`src/rtl/icache_line_fill.sv`:
```
// Instruction-cache line-fill engine: fetches a 16-byte line as four 32-bit words,
// critical word first with wrap-around, with a per-word stall timeout.
module icache_line_fill #(
    parameter int unsigned TIMEOUT_CYCLES = 255
) (
    input  logic         clock,
    input  logic         reset_n,
    input  logic         miss_req,
    input  logic [31:0]  miss_addr,
    output logic         fill_busy,
    output logic         fill_valid,
    output logic [31:0]  fill_addr,
    output logic [127:0] data_line,
    output logic         fill_error,
    output logic         mem_rd,
    output logic [31:0]  mem_addr,
    input  logic [31:0]  mem_rdata,
    input  logic         mem_ready
);

    typedef enum logic [1:0] {StIdle, StReq, StDone, StErr} state_e;

    localparam logic [7:0] TimeoutLast = 8'(TIMEOUT_CYCLES - 1);

    state_e         state_q, state_d;
    logic [31:0]    fill_addr_q, fill_addr_d;
    logic [127:0]   data_line_q, data_line_d;
    logic [1:0]     widx_q, widx_d;
    logic [1:0]     wcnt_q, wcnt_d;
    logic [7:0]     tcnt_q, tcnt_d;

    always_ff @(posedge clock or negedge reset_n) begin
        if (!reset_n) begin
            state_q     <= StIdle;
            fill_addr_q <= '0;
            data_line_q <= '0;
            widx_q      <= '0;
            wcnt_q      <= '0;
            tcnt_q      <= '0;
        end else begin
            state_q     <= state_d;
            fill_addr_q <= fill_addr_d;
            data_line_q <= data_line_d;
            widx_q      <= widx_d;
            wcnt_q      <= wcnt_d;
            tcnt_q      <= tcnt_d;
        end
    end

    always_comb begin
        state_d     = state_q;
        fill_addr_d = fill_addr_q;
        data_line_d = data_line_q;
        widx_d      = widx_q;
        wcnt_d      = wcnt_q;
        tcnt_d      = tcnt_q;
        unique case (state_q)
            StIdle: begin
                if (miss_req) begin
                    fill_addr_d = {miss_addr[31:4], 4'b0000};
                    widx_d      = miss_addr[3:2];
                    wcnt_d      = 2'd0;
                    tcnt_d      = 8'd0;
                    state_d     = StReq;
                end
            end
            StReq: begin
                // A transfer takes priority over a timeout on the same edge.
                if (mem_ready) begin
                    data_line_d[{widx_q, 5'b00000} +: 32] = mem_rdata;
                    widx_d = widx_q + 2'd1;
                    wcnt_d = wcnt_q + 2'd1;
                    tcnt_d = 8'd0;
                    if (wcnt_q == 2'd3) begin
                        state_d = StDone;
                    end
                end else begin
                    tcnt_d = tcnt_q + 8'd1;
                    if (tcnt_q == TimeoutLast) begin
                        state_d = StErr;
                    end
                end
            end
            StDone:  state_d = StIdle;
            StErr:   state_d = StIdle;
            default: state_d = StIdle;
        endcase
    end

    // Outputs depend only on registered state, never on mem_ready/miss_req.
    always_comb begin
        fill_busy  = (state_q != StIdle);
        fill_valid = (state_q == StDone);
        fill_error = (state_q == StErr);
        mem_rd     = (state_q == StReq);
        mem_addr   = {fill_addr_q[31:4], widx_q, 2'b00};
        fill_addr  = fill_addr_q;
        data_line  = data_line_q;
    end

endmodule

```
`config.mk`:
```
export PLATFORM = sky130hd
export DESIGN_NAME = icache_line_fill
export DESIGN_NICKNAME = d
export VERILOG_FILES = /design/src/rtl/icache_line_fill.sv
export SDC_FILE = /design/constraint.sdc
export NUM_CORES = 1
export LEC_CHECK = 0
export ABC_AREA = 1
export BUFFER_PORTS_ARGS = -buffer_cell sky130_fd_sc_hd__buf_2
export CORE_ASPECT_RATIO = 0.6
export CORE_MARGIN = 2
export CORE_UTILIZATION = 54
export CTS_CLUSTER_DIAMETER = 80
export DETAILED_ROUTE_END_ITERATION = 6
export PLACE_DENSITY = 0.86
export REMOVE_ABC_BUFFERS = 1
export SYNTH_ARGS = -nofsm -noshare
export SYNTH_HDL_FRONTEND = slang
export SYNTH_SLANG_ARGS = --single-unit
```
`constraint.sdc`:
```
create_clock -name clock -period 3.8 [get_ports clock]
set_clock_uncertainty 0.15 [all_clocks]
set_input_delay 0.19 -clock clock [delete_from_list [all_inputs] [get_ports clock]]
set_output_delay 0.19 -clock clock [all_outputs]
set_load 0.03 [all_outputs]
```
==> results of run 1 <==
==> cell families (layout without fill, tap and decap cells) <==
family / Yosys count / in the layout
AOI/OAI and AO/OA: 145 / 145
adders and majority gates: 8 / 8
buffers and inverters: 152 / 432
DFF: 170 / 170
muxes: 28 / 28
other: 1 / 6
and+or+nand+nor: 319 / 319
==> metal layers <==
layer	vias up	track usage [%]
li1	3174	-
met1	3383	40.7
met2	361	53.8
met3	31	6.18
met4	0	9.10
met5	-	0
==> worst paths after layout <==
kind                            endpoint  slack (ns)     startpoint  depth (start not counted)
min in group asynchronous   data_line[9]        0.25        reset_n                          2
min                            tcnt_q[0]        0.11      mem_ready                          4
max reg2reg                data_line[56]        1.24     state_q[0]                          7
max                        data_line[56]        1.24     state_q[0]                          7
min reg2reg                data_line[67]        0.33  data_line[67]                          2
max in group asynchronous  data_line[29]        2.36        reset_n                          3
==> state kept, by name (all words and copies together) (netlist names) <==
register / flops
data_line: 128
fill_addr: 28
tcnt_q: 8
state_q: 2
wcnt_q: 2
widx_q: 2
==> area by class of cell <==
| type | instances | area, sq um | share of cell area (%) |
|---|---|---|---|
| clock buffers | 17 | 425 | 4.28 |
| well taps | 175 | 219 | 2.20 |
| flip-flops and latches | 170 | 4250 | 42.8 |
| repair buffers | 332 | 2030 | 20.5 |
| clock inverters | 14 | 190 | 1.92 |
| inverters | 69 | 259 | 2.61 |
| multi-input cells | 506 | 2550 | 25.7 |
==> worst max-delay path: cells and delay by family, from the launching register on <==
family | cells | cell delay (ns)
DFF | 1 | 0.45
and+or+nand+nor | 5 | 1.42
buffers and inverters | 2 | 0.46
==> cell usage after synthesis <==
master      n
nor2_2      2
conb_1      1
dfrtp_1   170
inv_1      68
nor2_1     34
buf_4      38
o22ai_1     2
mux2_2     26
buf_1       3
buf_6       2
ha_1        8
nand4_1     3
nand2_2     2
o21bai_1    1
clkbuf_1   29
nand2_4     1
a21oi_1     2
o21ai_1    11
buf_2      11
nor3_1      1
nand3_1   100
nand2_1   174
o21ai_0   129
inv_2       1
mux2_1      2
nor2_4      2
==> timing repair <==
item,in CTS,in global routing
hold buffers,64,0
endpoints found under the hold margin,210,0
endpoints found under the setup margin,0,0
==> power by group through the flow <==
stage	clock network [W]	registers, W	logic (W)
2_1_floorplan	0	0.00465	0.00129
3_3_place_gp	0	0.00295	0.00460
3_5_place_dp	0	0.00299	0.00468
4_1_cts	0.00183	0.00297	0.00475
5_1_grt	0.00191	0.00307	0.00506
6_report	0.00182	0.00299	0.00476
==> stage by stage <==
stage | util (%) | cell area [sq um] | total power, W
finish | 72.9 | 9930 | 0.00957
global route | 72.9 | 9930 | 0.0100
CTS | 72.9 | 9930 | 0.00955
detailed placement | 63.7 | 8670 | 0.00767
global placement | 63.7 | 8670 | 0.00755
floorplan | - | 7050 | 0.00594
==> flow_metrics.py, run 1 <==
metrics = {
    "outcome": {
        "outcome": "finished, final reports clean",
    },
    "sta": {
        "fin_crit_ns": 2.56,
        "timing.slew.headroom_pct": 20.8,
        "finalSetupTns_ns": 0,
        "finalCritPeriodShare_pct": 67.5,
        "rsz0062_at_grt": "no",
        "timing.final.ws_setup_ns": 1.24,
        "final_max_slew_viol_count": 0,
        "tightest_slew_ns": 1.18,
        "fmax_mhz": 390,
        "finalHoldViolCount": 0,
        "hold_ws_ns": 0.114,
        "setup_viol": 0,
    },
    "yosys": {
        "synth_area_leaders": "dfrtp_1 (57%), nand2_1 (8.7%), o21ai_0 (8.6%)",
        "ys_ff_latch": 170,
        "synth_area_sq_um": 7510,
        "synth_compound_area_share_pct": 9.73,
        "synth_area_per_cell_sq_um": 9.12,
        "seq_area_frac_synth_pct": 56.6,
        "synth_fa_ha_area_share_pct": 1.33,
        "yosysWarnings": 0,
        "synth_top_cell_area_share_pct": 56.6,
        "synth_xor_area_share_pct": 0,
        "yosys.area.top_type": "dfrtp_1",
        "muxShareOfSynthArea_pct": 4.20,
        "ys_types": 26,
        "syn_inst": 823,
        "synth_top_family_by_area": "simple AND/OR/NAND/NOR gates",
        "yosys.area_share.simple_pct": 18.2,
    },
    "placed_design": {
        "finalWeightedCongestion": 0.827,
        "hpwl_microns": 14500,
        "dp_cells": 1188,
        "pre_cts_ws_ns": 1.29,
        "io_buffers": 255,
    },
    "grt": {
        "grt_pass1_wl_microns": 35500,
        "overflow": 0,
        "grt_pass1_vias": 6762,
        "grt.total_usage_pct": 31.2,
        "antenna_found_initial": 0,
        "grt_max_degree": 89,
    },
    "worst_hold_path": {
        "min_path_type": "input port to register",
    },
    "setup_path": {
        "cp.required_ns": 4.00,
        "arrival_ns": 2.76,
        "crit_path_cell_trace": "inv_2, nor2_4, nand2_4, nor2_2, buf_4, nand3_1, nand2_1",
        "crit_path_end_kind": "register",
        "startpoint_type": "register",
        "cp_max_fo": 69,
        "slowest_delay_ns": 0.68,
        "cpMaxStageDelayCell": "nor2_2",
        "critPathKind": "register to register",
    },
    "cts": {
        "cts_resized": 0,
        "clock_sinks": 170,
        "clockBufferDepth": 2,
        "cts_tree": "done",
        "cts_buffers": 17,
        "clk_pin_slew_ns": 0.07,
        "clk_latency_ns": 0.42,
        "clockRootBuffer": "clkbuf_16",
        "htreeDepth": 4,
        "cts_post_setup_buffers_inserted": 0,
    },
    "die": {
        "ioPinCount": 264,
        "die_y_microns": 95.3,
        "initial_core_util_pct": 55.1,
        "die_w_microns": 156,
        "num_rows": 33,
        "coreArea_sq_um": 13600,
        "die_area_sq_um": 14900,
    },
    "power": {
        "net-switching-power_w": 0.00479,
        "swShare_pct": 50.1,
        "ir_drop_mv": 0.675,
        "pwr-share-seq_pct": 31.2,
        "internal_power_w": 0.00478,
        "p_leak_nw": 5.60,
        "pwr-share-comb_pct": 49.7,
        "pwr-share-clk_pct": 19.0,
        "p_per_area_nw_per_um2": 963,
    },
    "layout": {
        "mostFrequentLayoutCells": "buf_2 (254), nand2_1 (174), dfrtp_1 (170)",
        "area_growth_pct": 32.2,
        "diodes": 0,
        "fin_nets": 1172,
        "fillers": 1007,
        "finalNonFillerCells": 1283,
        "final_common_cell": "buf_2",
        "drive_above_1_share_pct": 30.3,
    },
    "routing": {
        "met2WireLength_microns": 11400,
        "routed.top_layer": "met4",
        "route.met3.wl_microns": 1860,
        "drt-initial-drc-count": 610,
        "m1WireLength_microns": 9510,
        "vias": 6949,
        "drt-vias-per-instance": 5.42,
        "ant_nets": 0,
        "drt_pass1_iterations": 7,
        "drt-total-wl_microns": 23000,
        "drc": 0,
        "wire_per_inst_microns": 17.9,
    },
    "run": {
        "maxCapViolations": 0,
    },
}
Power figures use the tool's default switching activity.
==> inputs of run 2 (changes only) <==
--- a/config.mk
+++ b/config.mk
@@ -5,14 +5,14 @@
 export SDC_FILE = /design/constraint.sdc
 export NUM_CORES = 1
 export LEC_CHECK = 0
-export ABC_AREA = 1
+export ABC_AREA = 0
 export BUFFER_PORTS_ARGS = -buffer_cell sky130_fd_sc_hd__buf_2
 export CORE_ASPECT_RATIO = 0.6
 export CORE_MARGIN = 2
-export CORE_UTILIZATION = 54
+export CORE_UTILIZATION = 44
 export CTS_CLUSTER_DIAMETER = 80
 export DETAILED_ROUTE_END_ITERATION = 6
-export PLACE_DENSITY = 0.86
+export PLACE_DENSITY = 0.76
 export REMOVE_ABC_BUFFERS = 1
 export SYNTH_ARGS = -nofsm -noshare
 export SYNTH_HDL_FRONTEND = slang
==> constraint.sdc (replaced) <==
create_clock -name clock -period 2.25 [get_ports clock]
set_clock_uncertainty 0.15 [all_clocks]
set_input_delay 0.1125 -clock clock [delete_from_list [all_inputs] [get_ports clock]]
set_output_delay 0.1125 -clock clock [all_outputs]
set_load 0.03 [all_outputs]
==> run 2 against run 1 <==
Compared with the run above:
- sequential share of layout area rose by 1.4 points
- worst hold slack got worse by 0.051 ns
- critical path depth fell by 1
- non-clock buffer count rose by 8
- highest routed layer unchanged
- cell count fell by 13%
- final area fell by 3.1%
- total power rose by 52%
- utilization fell by 10 points
==> flow_metrics.py, run 2 <==
metrics = {
    "outcome": {
        "outcome": "finished, final reports clean",
    },
    "die": {
        "coreArea_sq_um": 15400,
        "die_w_microns": 166,
        "die_area_sq_um": 16900,
        "die_y_microns": 101,
        "ioPinCount": 264,
        "initial_core_util_pct": 45.2,
        "num_rows": 35,
    },
    "routing": {
        "ant_nets": 0,
        "drt_pass1_iterations": 5,
        "wire_per_inst_microns": 17.2,
        "drt-total-wl_microns": 19300,
        "drt-vias-per-instance": 5.07,
        "vias": 5690,
        "drt-initial-drc-count": 429,
        "drc": 0,
    },
    "layout": {
        "mostFrequentLayoutCells": "buf_2 (254), dfrtp_1 (170), nand2_1 (142)",
        "fin_nets": 983,
        "drive_above_1_share_pct": 37.0,
        "largest_reg_flops": 128,
        "fillers": 1246,
        "final_common_cell": "buf_2",
        "area_growth_pct": 38.0,
        "diodes": 0,
    },
    "sta": {
        "setup_viol": 0,
        "rsz0062_at_grt": "no",
        "tightest_slew_ns": 0.517,
        "fmax_mhz": 494,
        "finalHoldViolCount": 0,
        "fin_crit_ns": 2.02,
        "finalCritPeriodShare_pct": 90.0,
        "hold_ws_ns": 0.0625,
        "final_max_slew_viol_count": 0,
        "timing.slew.headroom_pct": 65.5,
    },
    "setup_path": {
        "crit_path_end_kind": "register",
        "startpoint_type": "register",
        "r2r_slack_ns": 0.23,
        "critPathKind": "register to register",
        "cp.required_ns": 2.42,
        "r2r-start": "widx_q[1]",
        "crit_path_cell_trace": "inv_1, ha_1, nor4b_4, buf_12, nand2_1, o21ai_0",
        "reg2reg_depth": 6,
        "r2r-end": "data_line[69]",
        "critPathTopFamily": "simple AND/OR/NAND/NOR gates",
        "arrival_ns": 2.19,
        "cpMaxStageDelayCell": "dfrtp_1",
        "slowest_delay_ns": 0.42,
        "cp_max_fo": 29,
        "path_buf_inv": 2,
    },
    "yosys": {
        "ys_ff_latch": 170,
        "synth_commonest_cells": "dfrtp_1 (170), nand2_1 (142), o21ai_0 (68)",
        "ys_types": 41,
        "synth_most_common_cell": "dfrtp_1",
        "ys.flop_type": "dfrtp_1",
        "synth_area_leaders": "dfrtp_1 (61%), a22o_1 (7.8%), nand2_1 (7.6%)",
        "seq_area_frac_synth_pct": 61.0,
        "yosys.area.top_type": "dfrtp_1",
        "syn_inst": 614,
        "synth_top_cell_area_share_pct": 61.0,
        "synth_area_per_cell_sq_um": 11.4,
        "async_flop_share_pct": 100,
        "yosysWarnings": 0,
        "synth_area_sq_um": 6970,
        "synth_edf_count": 0,
    },
    "cts": {
        "clockBufferDepth": 2,
        "cts_resized": 0,
        "cts_tree": "done",
        "cts_post_setup_buffers_inserted": 0,
        "clock_sinks": 170,
        "cts_buffers": 17,
        "clk_latency_ns": 0.40,
        "clockRootBuffer": "clkbuf_16",
        "htreeDepth": 4,
        "cts_hold_buf": 65,
        "clk_pin_slew_ns": 0.07,
    },
    "grt": {
        "grt_pass1_vias": 5612,
        "grt_pass1_wl_microns": 30500,
        "antenna_found_initial": 0,
        "grt.total_usage_pct": 22.9,
        "grt_max_degree": 65,
        "overflow": 0,
    },
    "placed_design": {
        "hpwl_microns": 12500,
        "finalWeightedCongestion": 0.798,
        "io_buffers": 255,
    },
    "worst_hold_path": {
        "min_path_type": "input port to asynchronous set/reset pin",
    },
    "run": {
        "maxCapViolations": 0,
    },
    "power": {
        "finalPower_w": 0.0146,
        "p_leak_nw": 4.95,
        "p_per_area_nw_per_um2": 1510,
        "ir_drop_mv": 1.30,
    },
}
run 2: worst max-delay path by stage:
stage,cells after the start,startpoint,slack [ns],endpoint
4_1_cts,6,widx_q[1],0.20,data_line[69]
3_3_place_gp,5,widx_q[1],0.30,data_line[2]
5_1_grt,6,widx_q[1],0.1,data_line[73]
3_5_place_dp,6,widx_q[1],0.20,data_line[69]
6_report,6,widx_q[1],0.23,data_line[69]
2_1_floorplan,5,widx_q[0],-1.29,data_line[0]
run 2: metrics by stage:
stage	worst slack (ns)	util (%)	TNS (ns)	std cells	area (sq um)
after floorplan	-1.29	-	-97.97	548	6570
after global placement	0.303	54.2	0	1026	8360
after detailed placement	0.202	54.2	0	1026	8360
after CTS	0.198	62.4	0	1122	9620
after global routing	0.0976	62.4	0	1122	9620
final	0.225	62.4	0	1122	9620
run 2: cell families after synthesis:
family	Yosys count	synth area share (%)
buffers and inverters	78	6.46
and+or+nand+nor	170	10.9
muxes	32	5.12
adders and majority gates	8	1.44
DFF	170	61.0
AOI/OAI and AO/OA	155	15.0
other	1	0.0538
run 2: worst register-to-register path: stages, from the launching register on:
cell,delay [ns]
dfrtp_1,0.42
inv_1,0.10
ha_1,0.41
nor4b_4,0.36
buf_12,0.25
nand2_1,0.09
o21ai_0,0.17
run 2: area by class of cell:
class,count,area (sq um),share of cell area (%)
Sequential cell,170,4250,44.2
Clock inverter,13,184,1.91
Inverter,7,26.3,0.273
Tap cell,203,254,2.64
Multi-Input combinational cell,371,2300,23.9
Clock buffer,18,429,4.46
Timing Repair Buffer,340,2170,22.6
run 2: metal layers:
layer  track usage (%)  part of all wire [%]
met1              33.3                    47
met2              36.0                    46
met3              5.00                   6.6
met4              4.38                  0.35
met5                 0                     0
run 2: power breakdown:
group	total [W]	switching (W)	leakage, nW	internal (W)
registers	0.00476	0.000692	2.27	0.00407
logic	0.00675	0.00463	2.38	0.00212
clock network	0.00304	0.00126	0.295	0.00178
total	0.0146	0.00659	4.95	0.00797
